==> src/rtl/fetch_seq_ctrl_pkg.sv <==
// fetch_seq_ctrl_pkg: shared state encoding, exception codes and default widths
package fetch_seq_ctrl_pkg;
   typedef enum logic [2:0] {
      S_IDLE    = 3'd0,
      S_INIT    = 3'd1,
      S_RUN     = 3'd2,
      S_MEMWAIT = 3'd3,
      S_EXC     = 3'd4,
      S_DONE    = 3'd5
   } state_t;
   localparam logic [1:0] EXC_NONE = 2'b00;
   localparam logic [1:0] EXC_POS  = 2'b01;
   localparam logic [1:0] EXC_NEG  = 2'b10;
   localparam int TGT_W_DEF = 3;
   localparam int CYC_W_DEF = 16;
endpackage

==> src/rtl/fetch_seq_ctrl_if.sv <==
// fetch_seq_ctrl_if: request inputs and fetch commands between decode/fetch and the sequencer
interface fetch_seq_ctrl_if
   import fetch_seq_ctrl_pkg::*;
#(
   parameter int TGT_W = TGT_W_DEF,
   parameter int CYC_W = CYC_W_DEF
);
   logic             Start;
   logic             Halt_dec;
   logic             Br_req;
   logic [TGT_W-1:0] Br_tgt;
   logic             Hazard;
   logic             Mem_req;
   logic [1:0]       Exp_in;
   logic             Init;
   logic             Stall;
   logic             done;
   logic             Branch;
   logic [TGT_W-1:0] Target;
   logic [1:0]       exp_error;
   logic             Busy;
   logic [CYC_W-1:0] Cycles;
   logic             Exc_seen;
   modport master (
      output Start, Halt_dec, Br_req, Br_tgt, Hazard, Mem_req, Exp_in,
      input  Init, Stall, done, Branch, Target, exp_error, Busy, Cycles, Exc_seen
   );
   modport slave (
      input  Start, Halt_dec, Br_req, Br_tgt, Hazard, Mem_req, Exp_in,
      output Init, Stall, done, Branch, Target, exp_error, Busy, Cycles, Exc_seen
   );
endinterface

==> src/rtl/fetch_seq_ctrl_wait_timer.sv <==
// fetch_wait_timer: loadable down-counter with zero flag for memory-wait stalls
module fetch_wait_timer #(
   parameter int W = 1
) (
   input  logic         i_clk,
   input  logic         i_rst_n,
   input  logic         i_load,
   input  logic [W-1:0] i_val,
   output logic         o_zero
);
   logic [W-1:0] r_cnt;
   // load wins over decrement; counting stops at zero
   always_ff @(posedge i_clk or negedge i_rst_n) begin
      if (!i_rst_n) r_cnt <= '0;
      else if (i_load) r_cnt <= i_val;
      else if (!o_zero) r_cnt <= r_cnt - 1'b1;
   end
   assign o_zero = (r_cnt == '0);
endmodule

==> src/rtl/fetch_seq_ctrl.sv <==
// fetch_seq_ctrl: program lifecycle FSM arbitrating requests into one fetch command per cycle
module fetch_seq_ctrl
   import fetch_seq_ctrl_pkg::*;
#(
   parameter int TGT_W   = TGT_W_DEF,
   parameter int MEM_LAT = 2,
   parameter int CYC_W   = CYC_W_DEF
) (
   input  logic             CLK,
   input  logic             Reset_n,
   fetch_seq_ctrl_if.slave  bus
);
   localparam int CNT_W = (MEM_LAT > 1) ? $clog2(MEM_LAT) : 1;
   localparam logic [CNT_W-1:0] LOAD_VAL = CNT_W'((MEM_LAT > 0) ? MEM_LAT - 1 : 0);
   state_t           r_state;
   state_t           w_next;
   logic [CYC_W-1:0] r_cycles;
   logic             r_exc_seen;
   logic             w_stall;
   logic             w_branch;
   logic [1:0]       w_exp;
   logic             w_load;
   logic             w_zero;
   logic             w_exc;
   assign w_exc = (r_state == S_RUN) && (bus.Exp_in == EXC_POS || bus.Exp_in == EXC_NEG);
   fetch_wait_timer #(.W(CNT_W)) u_timer (
      .i_clk   (CLK),
      .i_rst_n (Reset_n),
      .i_load  (w_load),
      .i_val   (LOAD_VAL),
      .o_zero  (w_zero)
   );
   // state register
   always_ff @(posedge CLK or negedge Reset_n) begin
      if (!Reset_n) r_state <= S_IDLE;
      else r_state <= w_next;
   end
   // next state and per-cycle fetch command; exception > halt > memory > hazard > branch
   always_comb begin
      w_next   = r_state;
      w_stall  = 1'b0;
      w_branch = 1'b0;
      w_exp    = EXC_NONE;
      w_load   = 1'b0;
      case (r_state)
         S_IDLE, S_DONE: w_next = bus.Start ? S_INIT : r_state;
         S_INIT: w_next = S_RUN;
         S_RUN: begin
            if (w_exc) begin
               w_exp  = bus.Exp_in;
               w_next = S_EXC;
            end else if (bus.Halt_dec) begin
               w_next = S_DONE;
            end else if (bus.Mem_req) begin
               w_branch = bus.Br_req;
               w_load   = (MEM_LAT != 0);
               w_next   = (MEM_LAT != 0) ? S_MEMWAIT : S_RUN;
            end else if (bus.Hazard) begin
               w_stall = 1'b1;
            end else begin
               w_branch = bus.Br_req;
            end
         end
         S_MEMWAIT: begin
            w_stall = 1'b1;
            w_next  = w_zero ? S_RUN : S_MEMWAIT;
         end
         S_EXC: begin
            w_stall = 1'b1;
            w_next  = S_RUN;
         end
         default: w_next = S_IDLE;
      endcase
   end
   // run-cycle counter and sticky exception flag, both cleared on entry to INIT
   always_ff @(posedge CLK or negedge Reset_n) begin
      if (!Reset_n) begin
         r_cycles   <= '0;
         r_exc_seen <= 1'b0;
      end else if (w_next == S_INIT) begin
         r_cycles   <= '0;
         r_exc_seen <= 1'b0;
      end else begin
         if ((r_state == S_RUN || r_state == S_MEMWAIT || r_state == S_EXC) && r_cycles != '1)
            r_cycles <= r_cycles + 1'b1;
         if (w_exc) r_exc_seen <= 1'b1;
      end
   end
   assign bus.Init      = (r_state == S_INIT);
   assign bus.done      = (r_state == S_IDLE) || (r_state == S_DONE);
   assign bus.Busy      = (r_state == S_INIT) || (r_state == S_RUN) || (r_state == S_MEMWAIT) || (r_state == S_EXC);
   assign bus.Stall     = w_stall;
   assign bus.Branch    = w_branch;
   assign bus.Target    = w_branch ? bus.Br_tgt : '0;
   assign bus.exp_error = w_exp;
   assign bus.Cycles    = r_cycles;
   assign bus.Exc_seen  = r_exc_seen;
endmodule

==> src/flat_wrapper.sv <==
// flat-port wrapper written by rule: the top's interface ports become plain ports
module fetch_seq_ctrl_flat import fetch_seq_ctrl_pkg::*;
#(
   parameter int TGT_W   = TGT_W_DEF,
   parameter int MEM_LAT = 2,
   parameter int CYC_W   = CYC_W_DEF
)
  (CLK, Reset_n, bus_Start, bus_Halt_dec, bus_Br_req, bus_Br_tgt, bus_Hazard, bus_Mem_req, bus_Exp_in, bus_Init, bus_Stall, bus_done, bus_Branch, bus_Target, bus_exp_error, bus_Busy, bus_Cycles, bus_Exc_seen);
  fetch_seq_ctrl_if #(.TGT_W(TGT_W), .CYC_W(CYC_W)) bus_i ();
  input  logic CLK;
  input  logic Reset_n;
  input wire logic [$bits(bus_i.Start)-1:0] bus_Start;
  input wire logic [$bits(bus_i.Halt_dec)-1:0] bus_Halt_dec;
  input wire logic [$bits(bus_i.Br_req)-1:0] bus_Br_req;
  input wire logic [$bits(bus_i.Br_tgt)-1:0] bus_Br_tgt;
  input wire logic [$bits(bus_i.Hazard)-1:0] bus_Hazard;
  input wire logic [$bits(bus_i.Mem_req)-1:0] bus_Mem_req;
  input wire logic [$bits(bus_i.Exp_in)-1:0] bus_Exp_in;
  output wire logic [$bits(bus_i.Init)-1:0] bus_Init;
  output wire logic [$bits(bus_i.Stall)-1:0] bus_Stall;
  output wire logic [$bits(bus_i.done)-1:0] bus_done;
  output wire logic [$bits(bus_i.Branch)-1:0] bus_Branch;
  output wire logic [$bits(bus_i.Target)-1:0] bus_Target;
  output wire logic [$bits(bus_i.exp_error)-1:0] bus_exp_error;
  output wire logic [$bits(bus_i.Busy)-1:0] bus_Busy;
  output wire logic [$bits(bus_i.Cycles)-1:0] bus_Cycles;
  output wire logic [$bits(bus_i.Exc_seen)-1:0] bus_Exc_seen;
  assign bus_i.Start = bus_Start;
  assign bus_i.Halt_dec = bus_Halt_dec;
  assign bus_i.Br_req = bus_Br_req;
  assign bus_i.Br_tgt = bus_Br_tgt;
  assign bus_i.Hazard = bus_Hazard;
  assign bus_i.Mem_req = bus_Mem_req;
  assign bus_i.Exp_in = bus_Exp_in;
  assign bus_Init = bus_i.Init;
  assign bus_Stall = bus_i.Stall;
  assign bus_done = bus_i.done;
  assign bus_Branch = bus_i.Branch;
  assign bus_Target = bus_i.Target;
  assign bus_exp_error = bus_i.exp_error;
  assign bus_Busy = bus_i.Busy;
  assign bus_Cycles = bus_i.Cycles;
  assign bus_Exc_seen = bus_i.Exc_seen;
  fetch_seq_ctrl #(.TGT_W(TGT_W), .MEM_LAT(MEM_LAT), .CYC_W(CYC_W)) u_core (.CLK(CLK), .Reset_n(Reset_n), .bus(bus_i));
endmodule
==> config.mk <==
export PLATFORM = sky130hd
export DESIGN_NAME = fetch_seq_ctrl_flat
export DESIGN_NICKNAME = d
export VERILOG_FILES = /design/src/rtl/fetch_seq_ctrl_pkg.sv /design/src/rtl/fetch_seq_ctrl_if.sv /design/src/rtl/fetch_seq_ctrl_wait_timer.sv /design/src/rtl/fetch_seq_ctrl.sv /design/src/flat_wrapper.sv
export SDC_FILE = /design/constraint.sdc
export NUM_CORES = 1
export LEC_CHECK = 0
export BUFFER_PORTS_ARGS = -buffer_cell sky130_fd_sc_hd__buf_2
export CAP_MARGIN = 20
export CORE_MARGIN = 2
export CORE_UTILIZATION = 51
export CTS_CLUSTER_SIZE = 10
export DETAILED_ROUTE_END_ITERATION = 7
export PLACE_DENSITY = 0.79
export SYNTH_ARGS = -nofsm -noshare
export SYNTH_HDL_FRONTEND = slang
export SYNTH_SLANG_ARGS = --single-unit
==> constraint.sdc <==
create_clock -name CLK -period 2.3 [get_ports CLK]
set_input_delay 0.46 -clock CLK [delete_from_list [all_inputs] [get_ports CLK]]
set_output_delay 0.46 -clock CLK [all_outputs]
set_load 0.005 [all_outputs]
* After elaboration in Yosys (flattened, before gate mapping) *
Cells that the tools add are included.

word-level totals
  bits of input ports = 12
  memory bits (read-only) = 0
  memory bits (writable) = 0
  latch bits = 0
  flip-flop bits (word level) = 21
  output and inout bits = 27
  word-level logic and storage cells = 59
  memories = 0

operators by class
  eq/ne operators = 9
  divide/modulo/power cells = 0
  multiplexer cells = 29
  bitwise gates (word level) = 0
  $lt $le $gt $ge = 0
  add/sub/neg operators = 2
  $mul = 0
  shifts and indexed selects = 0
  reductions and logical operators = 15

operators with widths
  operator                                                               count
  16-bit 2-to-1 mux                                                      2
  1-bit 2-to-1 mux                                                       18
  16-bit by 1-bit adder with 16-bit output, second input constant        1
  16-bit != test, second input constant                                  1
  3-bit 2-to-1 mux                                                       5
  3-bit case mux with 4 select lines                                     1
  1-bit logical OR                                                       7
  3-bit by 1-bit equality test with 1-bit output, second input constant  2
  3-bit by 2-bit equality test with 1-bit output, second input constant  2
  3-bit equality test, second input constant                             2
  2-bit OR reduction                                                     3
  2-bit 2-to-1 mux                                                       2
  2-bit nonzero test                                                     2
  3-bit zero test                                                        1
  2-bit by 1-bit equality test with 1-bit output, second input constant  1
  2-bit equality test, second input constant                             1
  1-bit logical AND                                                      2
  1-bit case mux with 2 select lines                                     1
  1-bit subtractor, second input constant                                1

* Depth between registers and ports, before layout *
  depth after elaboration = 7
  depth in mapped cells = 6
  mapped depth without buffers = 5

* By module *
Synthesis repeated with hierarchy kept, for this count alone.

second synthesis, totals
  cells, all modules = 137
  area, all modules = 1353.8 sq um

by module, submodules not included
  module            cells an instance  instances  area each (sq um)  seq. area each (sq um)
  fetch_seq_ctrl    134                1          1318.8             500.5
  fetch_wait_timer  3                  1          35.0               25.0

* Worst setup path after synthesis *
Ideal clock, no wire load.

  path kind = reg2out
  start point = reg u_core.r_state[2]
  end point = out bus_Target[0]
  stages on the path, launching flop included = 7
  data arrival time = 1459 ps
  data required time = 1840 ps
  slack = 381 ps
  path buffers = 2
  cells stage by stage = dfrtp_1 buf_6 nand2b_1 buf_4 nor4_1 and3_1 and2_1

on the way
  word-level cells in the longest chain between the ends = 5

ends and longest elaborated chain
  element                                           line                                        source
  from (decl)                                       fetch_seq_ctrl.sv:15                        state_t r_state;
  from (signal assigned)                            fetch_seq_ctrl.sv:36                        else r_state <= w_next;
  3-bit by 2-bit equality test with 1-bit output *  fetch_seq_ctrl.sv:25, fetch_seq_ctrl.sv:45
  1-bit logical AND                                 fetch_seq_ctrl.sv:25                        assign w_exc = (r_state == S_RUN) && (bus.Exp_in == EXC_POS || bus.Exp_in == EXC_NEG);
  1-bit 2-to-1 mux                                  fetch_seq_ctrl.sv:49                        if (w_exc) begin
  1-bit 2-to-1 mux *                                fetch_seq_ctrl.sv:45                        case (r_state)
  net bus_Branch                                    flat_wrapper.sv:22                          output wire logic [$bits(bus_i.Branch)-1:0] bus_Branch;
  3-bit 2-to-1 mux *                                fetch_seq_ctrl.sv:94                        assign bus.Target = w_branch ? bus.Br_tgt : '0;
  to (decl)                                         flat_wrapper.sv:23                          output wire logic [$bits(bus_i.Target)-1:0] bus_Target;

Mark *: on every way through the listed nets, which the timed path passes. The rest lies on a longest branch.

* Worst setup path in the final report *
  start point = reg u_core.r_state[2]
  end point = out bus_exp_error[1]

on the way
  word-level cells in the longest chain between the ends = 4

ends and longest elaborated chain
  element                                           line                                        source
  3-bit by 2-bit equality test with 1-bit output *  fetch_seq_ctrl.sv:25, fetch_seq_ctrl.sv:45
  1-bit logical AND                                 fetch_seq_ctrl.sv:25
  2-bit 2-to-1 mux                                  fetch_seq_ctrl.sv:49
  2-bit 2-to-1 mux *                                fetch_seq_ctrl.sv:45
  to (decl)                                         flat_wrapper.sv:24                          output wire logic [$bits(bus_i.exp_error)-1:0] bus_exp_error;

Every way passes the cells marked *; elsewhere a longest branch is shown, timed or not.

==> metrics.yaml <==
run_status:
  status: "finished, final reports clean"
clock_network:
  clock_tree_from_tritoncts: "done"
  cts.sinks: 21
  cts_made_buffers: 3
  cts.path.max_buffers: 2
  path_clk_slew_ps: 110
  cts.htree.levels: 1
  cts_root_buf: "sky130_fd_sc_hd__clkbuf_4"
  clkLatencyLatePin_ps: 300
  cts.repair_timing.setup_buffer_count: 0
finish:
  final_core_util: 0.6402
  layout-area-overhead-vs-synth_pct: 19.39
  regArea_um2: 526.8
  layout.filler_cells: 221
  antenna_cells: 0
  finish.cell_count_without_fillers: 213
  design.final.nets: 197
  drive_gt1_frac: 0.2732
  multi_input_comb_area_um2: 764.5
power_and_ir_drop:
  ir_drop_mv: 0.6138
  power-per-cell-area_nw_per_um2: 818.1
  leakagePower_nw: 0.7956
sta:
  min_period_ps: 2227
  holdWs_ps: 86.43
  max_slew.worst_pin.slew_ps: 703.9
  clock-skew-final_ps: 1.715
  timing_max_transition_violations_final: 0
  finalWorstSetupSlack_ps: 73.30
  period_share: 0.9681
  setup_viol: 0
  hold_violations: 0
  maxSlewHeadroom: 0.5264
  achievable-frequency_mhz: 449.1
synth:
  synth.top_cells.by_count: "sky130_fd_sc_hd__dfrtp_1, sky130_fd_sc_hd__nand2_1, sky130_fd_sc_hd__mux2i_1, sky130_fd_sc_hd__nand3_1, sky130_fd_sc_hd__nor3_1"
  synthFlopType: "sky130_fd_sc_hd__dfrtp_1"
  synthCells: 145
  async_flop_share: 1.000
  ys_seq_elements: 21
  yosys_top_cell_area_share: 0.3992
  yosys_warnings: 0
  synth-seq-area-share: 0.3992
  synth_top_area_cells: "sky130_fd_sc_hd__dfrtp_1, sky130_fd_sc_hd__mux2i_1, sky130_fd_sc_hd__nand2_1"
  number_of_synthesized_flops_with_an_enable_pin: 0
  mappedNetlistArea_um2: 1316
  synthMostInstantiatedCell: "sky130_fd_sc_hd__dfrtp_1"
  number_of_distinct_library_cells_after_synthesis: 40
  syn_area_per_cell_um2: 9.078
  synth_top_area_cell: "sky130_fd_sc_hd__dfrtp_1"
  synth_fp_nets: 158
worst_setup_path:
  critical_path_required_ps: 1840
  crit_chain: "nand2b_1, buf_4, nor4b_1, buf_2"
  total_number_of_cells_along_the_worst_setup_path: 4
  worst-setup-path-type: "register to primary output"
  setup.worst_path.start_class: "register"
  path_delay_family: "simple AND/OR/NAND/NOR gates"
  max_stage_delay_ps: 480
  end_kind: "primary output"
  cp_slowest_cell: "sky130_fd_sc_hd__dfrtp_2"
  critical_path_peak_fanout: 9
  r2r_cells: 4
  regToRegStartpoint: "u_core.r_state[1]"
  regToRegSetupSlack_ps: 260
  arrival_ps: 1770
  worstPathBufferInverterCount: 2
  end_of_the_worst_register_to_register_path: "u_core.bus.Cycles[15]"
die:
  die_footprint_um2: 3003
  floorplan.die.width_um: 54.80
  io-pin-count: 39
  die_height_um: 54.80
  floorplan.rows: 18
  core_um2: 2455
  initial_core_util: 0.5362
placement:
  detailed_place_hpwl_mm: 2.243
  dp.cells: 209
  detailedPlace.worstSlack_ps: 235.2
  place.gp.congestion: 0.8402
  io_buffer_count: 38
global_routing:
  global_route.peak_usage_layer: "met2"
  gr-total-overflow: 0
  grt.met1_usage: 0.2913
  antenna_found_initial: 0
  grt_pass1_wl_mm: 4.892
  globalRouteMet3Util: 0.03279
  grt_start_max_net_pins: 22
  grt_pass1_vias: 1094
  grt.total_usage: 0.2281
  groute.layer.met2.usage: 0.3909
route:
  drt_iter0_drc: 19
  wire_per_inst_um: 14.21
  ant_nets: 0
  route.vias.total: 1260
  detail_route.wirelength_mm: 3.026
  post_drt_via_cell_ratio: 5.915
  drt_drc_violations_left: 0
  first_drt_pass_iteration_count: 4
flow_run:
  max_cap_violations: 0
min_path:
  hold_class: "primary input to async pin"
==> repair_timing <==
action | CTS | global route
hold buffers | 0 | 0
endpoints found under the setup margin | 3 | 4
resized for setup | 1 | 3
==> per-stage QoR <==
| step | cell area, um2 | total power [mW] | TNS [ps] |
|---|---|---|---|
| 2_1_floorplan | 1316 | 0.9166 | 0 |
| 3_3_place_gp | 1524 | 1.074 | 0 |
| 3_5_place_dp | 1524 | 1.098 | 0 |
| 4_1_cts | 1556 | 1.281 | 0 |
| 5_1_grt | 1572 | 1.393 | -3.011 |
| 6_report | 1572 | 1.286 | 0 |
==> per-layer routing <==
metal  part of all wire  vias up
li1                   -      622
met1               0.43      610
met2               0.52       23
met3              0.035        5
met4              0.012        0
met5                  0        -
==> worst reg2reg max path, stage by stage (launching register included) <==
cell and delay [ps]:
sky130_fd_sc_hd__dfrtp_1 480, sky130_fd_sc_hd__or3b_4 440, sky130_fd_sc_hd__a211o_1 380, sky130_fd_sc_hd__or4_1 490, sky130_fd_sc_hd__a21oi_1 170
==> state kept, by name, indices dropped and copies added (netlist names) <==
name	count
u_core.bus.Cycles	16
u_core.bus.Exc_seen	1
u_core.r_state	3
u_core.u_timer.r_cnt	1
==> area by class of cell <==
class / instances / area share
multi-input combinational: 115 / 0.4865
sequential: 21 / 0.3352
timing repair buffer: 40 / 0.1306
tap: 30 / 0.02389
clock buffer: 4 / 0.01672
inverter: 3 / 0.007166
==> kinds of logic after synthesis <==
kind of cell	synth area share
buf+inv	0.03517
xor+xnor	0.01997
fa+ha+maj	0.009504
compound gates	0.1483
simple gates	0.3118
flops	0.3992
mux	0.07605
==> how the worst max path moves through the flow <==
stage | to | slack (ps) | from
floorplan | bus_Target[0] | 380 | u_core.r_state[2]
global placement | bus_Target[2] | 310 | bus_Exp_in[0]
detailed placement | bus_Target[1] | 240 | bus_Exp_in[0]
CTS | bus_Target[1] | 50 | u_core.r_state[2]
global route | bus_Target[1] | -3 | u_core.r_state[2]
finish | bus_exp_error[1] | 70 | u_core.r_state[2]
==> placed cells by master (no fill, tap or decap), types with 5 or more instances in the layout <==
cell,count
sky130_fd_sc_hd__o31ai_1,5
sky130_fd_sc_hd__nand3_1,7
sky130_fd_sc_hd__buf_2,38
sky130_fd_sc_hd__dfrtp_1,20
sky130_fd_sc_hd__nand2_1,19
sky130_fd_sc_hd__nor3_1,7
sky130_fd_sc_hd__o211ai_1,5
sky130_fd_sc_hd__and2_1,5
sky130_fd_sc_hd__nor2_1,6
sky130_fd_sc_hd__and3_1,5
sky130_fd_sc_hd__mux2i_1,10
sky130_fd_sc_hd__a21oi_1,6
==> where the power goes <==
part / leakage [nW] / total (mW) / switching [mW] / internal [mW]
clock network: 0.0150 / 0.177 / 0.109 / 0.0677
logic: 0.497 / 0.587 / 0.328 / 0.259
registers: 0.283 / 0.521 / 0.0871 / 0.434
Note: power is estimated with default switching activity, not from simulation.
